==> src/rtl/life_queue.sv <==
// Circular queue of {value, life} entries; serving an entry decrements its life and retires it at zero.
// Optional macro LIFE_QUEUE_DROP_ZERO_EN discards incoming entries whose life is already zero.
module life_queue #(
    parameter int DATA_W   = 16,
    parameter int LIFE_W   = 16,
    parameter int ADDR_LEN = 2,
    parameter int MODE     = 0
) (
    input  logic                       clk,
    input  logic                       rst,
    input  logic                       enq,
    input  logic                       deq,
    input  logic [DATA_W+LIFE_W-1:0]   data_in,
    output logic [DATA_W+LIFE_W-1:0]   data_out,
    output logic                       out_valid,
    output logic                       full,
    output logic                       empty,
    output logic [ADDR_LEN:0]          count,
    output logic                       drop
);

    localparam int                ENTRY_W    = DATA_W + LIFE_W;
    localparam int                DEPTH      = 2 ** ADDR_LEN;
    localparam logic [ADDR_LEN:0] FULL_COUNT = (ADDR_LEN + 1)'(DEPTH);

    function automatic logic [LIFE_W-1:0] satDec(input logic [LIFE_W-1:0] life);
        return (life == '0) ? '0 : life - LIFE_W'(1);
    endfunction

    logic [ENTRY_W-1:0]  r_mem [DEPTH];
    logic [ADDR_LEN-1:0] r_rdPtr;
    logic [ADDR_LEN-1:0] r_wrPtr;
    logic [ADDR_LEN:0]   r_count;
    logic [ENTRY_W-1:0]  r_dataOut;
    logic                r_outValid;
    logic                r_drop;

    logic                w_full;
    logic                w_empty;
    logic [DATA_W-1:0]   w_inVal;
    logic [LIFE_W-1:0]   w_inLife;
    logic [LIFE_W-1:0]   w_inDec;
    logic [DATA_W-1:0]   w_headVal;
    logic [LIFE_W-1:0]   w_headLife;
    logic [LIFE_W-1:0]   w_headDec;
    logic                w_headLive;
    logic                w_enqValid;
    logic                w_bypass;
    logic                w_bypassStore;
    logic                w_serveHead;
    logic                w_retire;
    logic                w_recycle;
    logic                w_inPlace;
    logic                w_enqReq;
    logic                w_enqAccept;
    logic                w_dropNow;
    logic                w_push;
    logic [1:0]          w_wrAdv;
    logic [ADDR_LEN-1:0] w_newPtr;
    logic [ENTRY_W-1:0]  w_newEntry;

    assign w_full     = (r_count == FULL_COUNT);
    assign w_empty    = (r_count == '0);
    assign w_inVal    = data_in[ENTRY_W-1:LIFE_W];
    assign w_inLife   = data_in[LIFE_W-1:0];
    assign w_inDec    = satDec(w_inLife);
    assign w_headVal  = r_mem[r_rdPtr][ENTRY_W-1:LIFE_W];
    assign w_headLife = r_mem[r_rdPtr][LIFE_W-1:0];
    assign w_headDec  = satDec(w_headLife);
    assign w_headLive = (w_headDec != '0);

`ifdef LIFE_QUEUE_DROP_ZERO_EN
    assign w_enqValid = enq & (w_inLife != '0);
`else
    assign w_enqValid = enq;
`endif

    // An empty queue serves the incoming entry directly; it is kept only if life remains.
    assign w_bypass      = w_empty & deq & w_enqValid;
    assign w_bypassStore = w_bypass & (w_inDec != '0);
    assign w_serveHead   = deq & ~w_empty;
    assign w_retire      = w_serveHead & ~w_headLive;
    assign w_recycle     = w_serveHead & w_headLive & (MODE == 1);
    assign w_inPlace     = w_serveHead & w_headLive & (MODE != 1);

    // A full queue only takes a new entry when the same-cycle serve frees the head slot.
    assign w_enqReq    = w_enqValid & ~w_bypass;
    assign w_enqAccept = w_enqReq & (~w_full | w_retire);
    assign w_dropNow   = w_enqReq & ~w_enqAccept;
    assign w_push      = w_enqAccept | w_bypassStore;

    assign w_wrAdv    = {1'b0, w_recycle} + {1'b0, w_push};
    assign w_newPtr   = w_recycle ? r_wrPtr + ADDR_LEN'(1) : r_wrPtr;
    assign w_newEntry = w_bypass ? {w_inVal, w_inDec} : data_in;

    // Recycled head lands at the tail before any new entry written in the same cycle.
    always_ff @(posedge clk) begin
        if (w_inPlace) begin
            r_mem[r_rdPtr] <= {w_headVal, w_headDec};
        end
        if (w_recycle) begin
            r_mem[r_wrPtr] <= {w_headVal, w_headDec};
        end
        if (w_push) begin
            r_mem[w_newPtr] <= w_newEntry;
        end
    end

    always_ff @(posedge clk or negedge rst) begin
        if (!rst) begin
            r_rdPtr    <= '0;
            r_wrPtr    <= '0;
            r_count    <= '0;
            r_dataOut  <= '0;
            r_outValid <= 1'b0;
            r_drop     <= 1'b0;
        end else begin
            if (w_retire | w_recycle) begin
                r_rdPtr <= r_rdPtr + ADDR_LEN'(1);
            end
            r_wrPtr    <= r_wrPtr + ADDR_LEN'(w_wrAdv);
            r_count    <= r_count + {{ADDR_LEN{1'b0}}, w_push} - {{ADDR_LEN{1'b0}}, w_retire};
            r_outValid <= w_bypass | w_serveHead;
            r_drop     <= w_dropNow;
            if (w_bypass) begin
                r_dataOut <= {w_inVal, w_inDec};
            end else if (w_serveHead) begin
                r_dataOut <= {w_headVal, w_headDec};
            end
        end
    end

    assign data_out  = r_dataOut;
    assign out_valid = r_outValid;
    assign full      = w_full;
    assign empty     = w_empty;
    assign count     = r_count;
    assign drop      = r_drop;

endmodule

==> config.mk <==
export PLATFORM = sky130hd
export DESIGN_NAME = life_queue
export DESIGN_NICKNAME = d
export VERILOG_FILES = /design/src/rtl/life_queue.sv
export SDC_FILE = /design/constraint.sdc
export NUM_CORES = 1
export LEC_CHECK = 0
export BUFFER_PORTS_ARGS = -buffer_cell sky130_fd_sc_hd__buf_2
export CAP_MARGIN = 20
export CORE_MARGIN = 4
export CORE_UTILIZATION = 55
export DETAILED_ROUTE_END_ITERATION = 8
export PLACE_DENSITY = 0.87
export REMOVE_ABC_BUFFERS = 1
export SETUP_SLACK_MARGIN = 0.05
export SLEW_MARGIN = 20
export SYNTH_ARGS = -nofsm -noshare
export SYNTH_HDL_FRONTEND = slang
export SYNTH_SLANG_ARGS = --single-unit
==> constraint.sdc <==
create_clock -name clk -period 4.69 [get_ports clk]
set_input_delay 0 -clock clk [delete_from_list [all_inputs] [get_ports clk]]
set_output_delay 0 -clock clk [all_outputs]
set_load 0.1 [all_outputs]
==> impl_results.md <==
- Status: complete, no violations
- Synth Cell Area: between 9000 and 10000 um2
- Tightest Pin Transition: 0.976 ns
- Routability Congestion: 0.885
- Register area share after synthesis: between 50% and 60%
- Synth Area in Compound Gates: under 10%
- Clock Path Buffers: 2
- Worst Hold Class: input pin to flop
- Ys async rst share: 24.3%
- Post-DRT Antenna Nets: 0
- Yosys reg bits: 169
- DP Worst Slack: 0.224 ns
- Worst Path Max Fanout: 8
- Initial Util: between 50% and 60%
- Storage element area: between 4000 and 5000 um2
- Mean Syn Cell Area: between 10 and 15 um2
- Clk Latency, worst-skew pair: 0.44 ns
- Reg2reg start: r_rdPtr[0]
- Crit. End Element: flop
- Yosys top cell area share: slightly above 40%
- WP data arrival: 4.72 ns
- Initial antenna violation count: 0
- FMAX: 227 MHz
- Core area: around 17000 um2
- Origin of the worst setup path: r_rdPtr[0]
- Final nets: about 850
- Cell variety after synth: 62
- Pwr/cell area: roughly 730 nW/um2
- Slew Viols, Final: 0
- Htree depth: 4
- Top_reg_cell synth: edfxtp_1
- Fillers: 1186
- Area growth from synthesis to layout: 16.6%
- DR WL/cell: approximately 23 um
- EDFF count, synth: ~130
- Full die area: about 19000 um2
- Commonest cells post-synth: edfxtp_1, mux2i_1, nand2_1, dfrtp_1
- Final core occ: 65.5%
- Worst clock skew: around 0.009 ns
- Max-cap viol count: 0
- Vias in the first global route: between 6000 and 7000
- CP Data Required Time: around 5 ns
- Multi-input gate area: 4210 um2
- Routed wire length: 23900 um
- Adder-cell share of the synthesized area: about 1.4%
- Fin Setup TNS: 0 ns
- Die width: ~140 um
- Startpoint types: flop
- Largest net degree at the start of global routing: 42
- Ant diodes: 0
- DRT Pass-1 Iters: 5
- Final Hold Viols: 0
- Port bufs: 74
- Critical path type: flop to flop
- GR Util All Layers: about a quarter
- Worst rel slew slack: a little over a third
- Final period utilization: about 94%
- Total global routing overflow: 0
- Root buffer cell: clkbuf_16
- Final HPWL DP: ~16000 um
- Die Ht: ~140 um
- Clk sink count: roughly 170
- Vias per inst: between 6 and 7
- Largest family of logic cells by synthesized area: multiplexers
- I/O pin cnt: 75
- Via count: approximately 6600
- Hold slack: 0.0562 ns
- Hold Startpoint: data_in[0]
- DRC viols: 0
- Post-synthesis xor/xnor area fraction: 1.88%
- CTS tree: built
- Yosys Warn Count: 0
- Cell taking the most area after synthesis: edfxtp_1
- Post-synthesis simple-gate area fraction: under 10%
- CTS Buf Count: 17
- Clk pin slew, worst setup/hold paths: ~0.07 ns
- Final worst path period need: 4.40 ns
- Post-Syn Instances: slightly below 700
- VDD IR max: 630 uV
- Final worst slack: 0.290 ns
- Final setup fails: 0
- Cell area after layout: roughly 11000 um2
- First-pass GRT wire length: ~37000 um
- Most numerous cell in the Yosys netlist: edfxtp_1
- LEAKAGE: between 4 and 5 nW
- Mux cell area share after synthesis: around 25%
- Initial drt markers: 656
- FP Rows: between 40 and 50
- Synth area leaders: edfxtp_1, dfrtp_1, mux4_2
- Area after DPL: roughly 10000 um2
- Share of cells above drive strength 1: 31.4%
## worst paths after layout
check / to / slack (ns) / depth (start not counted)
max: count[2] / 0.29 / 17
min: data_out[0] / 0.06 / 4
max reg2reg: count[2] / 0.29 / 17
min reg2reg: data_out[22] / 0.46 / 2
max in group asynchronous: r_rdPtr[0] / 4.10 / 2
min in group asynchronous: data_out[25] / 0.13 / 2
## stage by stage
stage	instances	total power, mW
after floorplan	648	5.56
after global placement	976	6.32
after detailed placement	976	6.48
after CTS	1027	7.88
after global routing	1033	8.30
final	1033	7.95
## timing repair
| item | in CTS | in global routing |
|---|---|---|
| hold endpoints to repair | 122 | 0 |
| setup buffers | 0 | 6 |
| hold buffers | 19 | 0 |
| resized for setup | 0 | 12 |
| endpoints found under the setup margin | 0 | 54 |
## power breakdown
group / switching, mW / internal [mW] / leakage, nW / total (mW)
Sequential: 0.228 / 2.41 / 1.69 / 2.64
Combinational: 2.66 / 1.27 / 2.51 / 3.93
Clock: 0.593 / 0.785 / 0.275 / 1.38
## cell families (layout without fill, tap and decap cells)
| logic type | count (synthesis) | count (layout) |
|---|---|---|
| compound gates | 107 | 107 |
| xor+xnor | 20 | 20 |
| fa+ha+maj | 10 | 10 |
| buf+inv | 51 | 178 |
| flops | 169 | 169 |
| mux | 169 | 169 |
| simple gates | 160 | 160 |
## final cells by class
type                    count  share of cell area (%)
clock buffers              21                    4.05
clock inverters            11                    1.12
inverters                  13                   0.449
multi-input cells         466                    38.8
flip-flops and latches    169                    44.8
well taps                 220                    2.53
repair buffers            133                    8.25
## sequential cells by signal, summed over array words and instances, names as in the netlist
name,flops
drop,1
data_out,32
r_wrPtr,2
count,3
r_mem,128
r_rdPtr,2
out_valid,1
## per-layer routing
layer	vias up	track usage [%]	share of wire [%]
met5	-	0	0
met4	0	9.57	2.8
met3	54	7.01	8.4
met2	330	40.4	49
met1	3313	32.4	40
li1	2893	-	-
## cell usage in the layout, fill, tap and decap left out, types with 29 or more instances in the layout
cell	n
mux4_2	32
edfxtp_1	128
a21oi_1	39
dfrtp_1	39
mux2i_1	69
mux2_4	39
nand2_1	55
buf_2	73
nor2_1	29
buf_4	37
## worst max-delay path, cell delays in order (launching register included)
cell and delay [ns]:
dfrtp_2 0.49, mux4_2 0.59, inv_1 0.11, ha_2 0.25, nand2_1 0.09, o22a_1 0.29
o41ai_4 0.43, o211ai_1 0.25, nor4b_4 0.29, nand3_1 0.13, and2_1 0.18, ha_1 0.27
inv_1 0.06, ha_1 0.13, inv_1 0.05, fa_1 0.40, xnor2_2 0.15, xnor2_1 0.13
(Power assumes the default switching activity.)
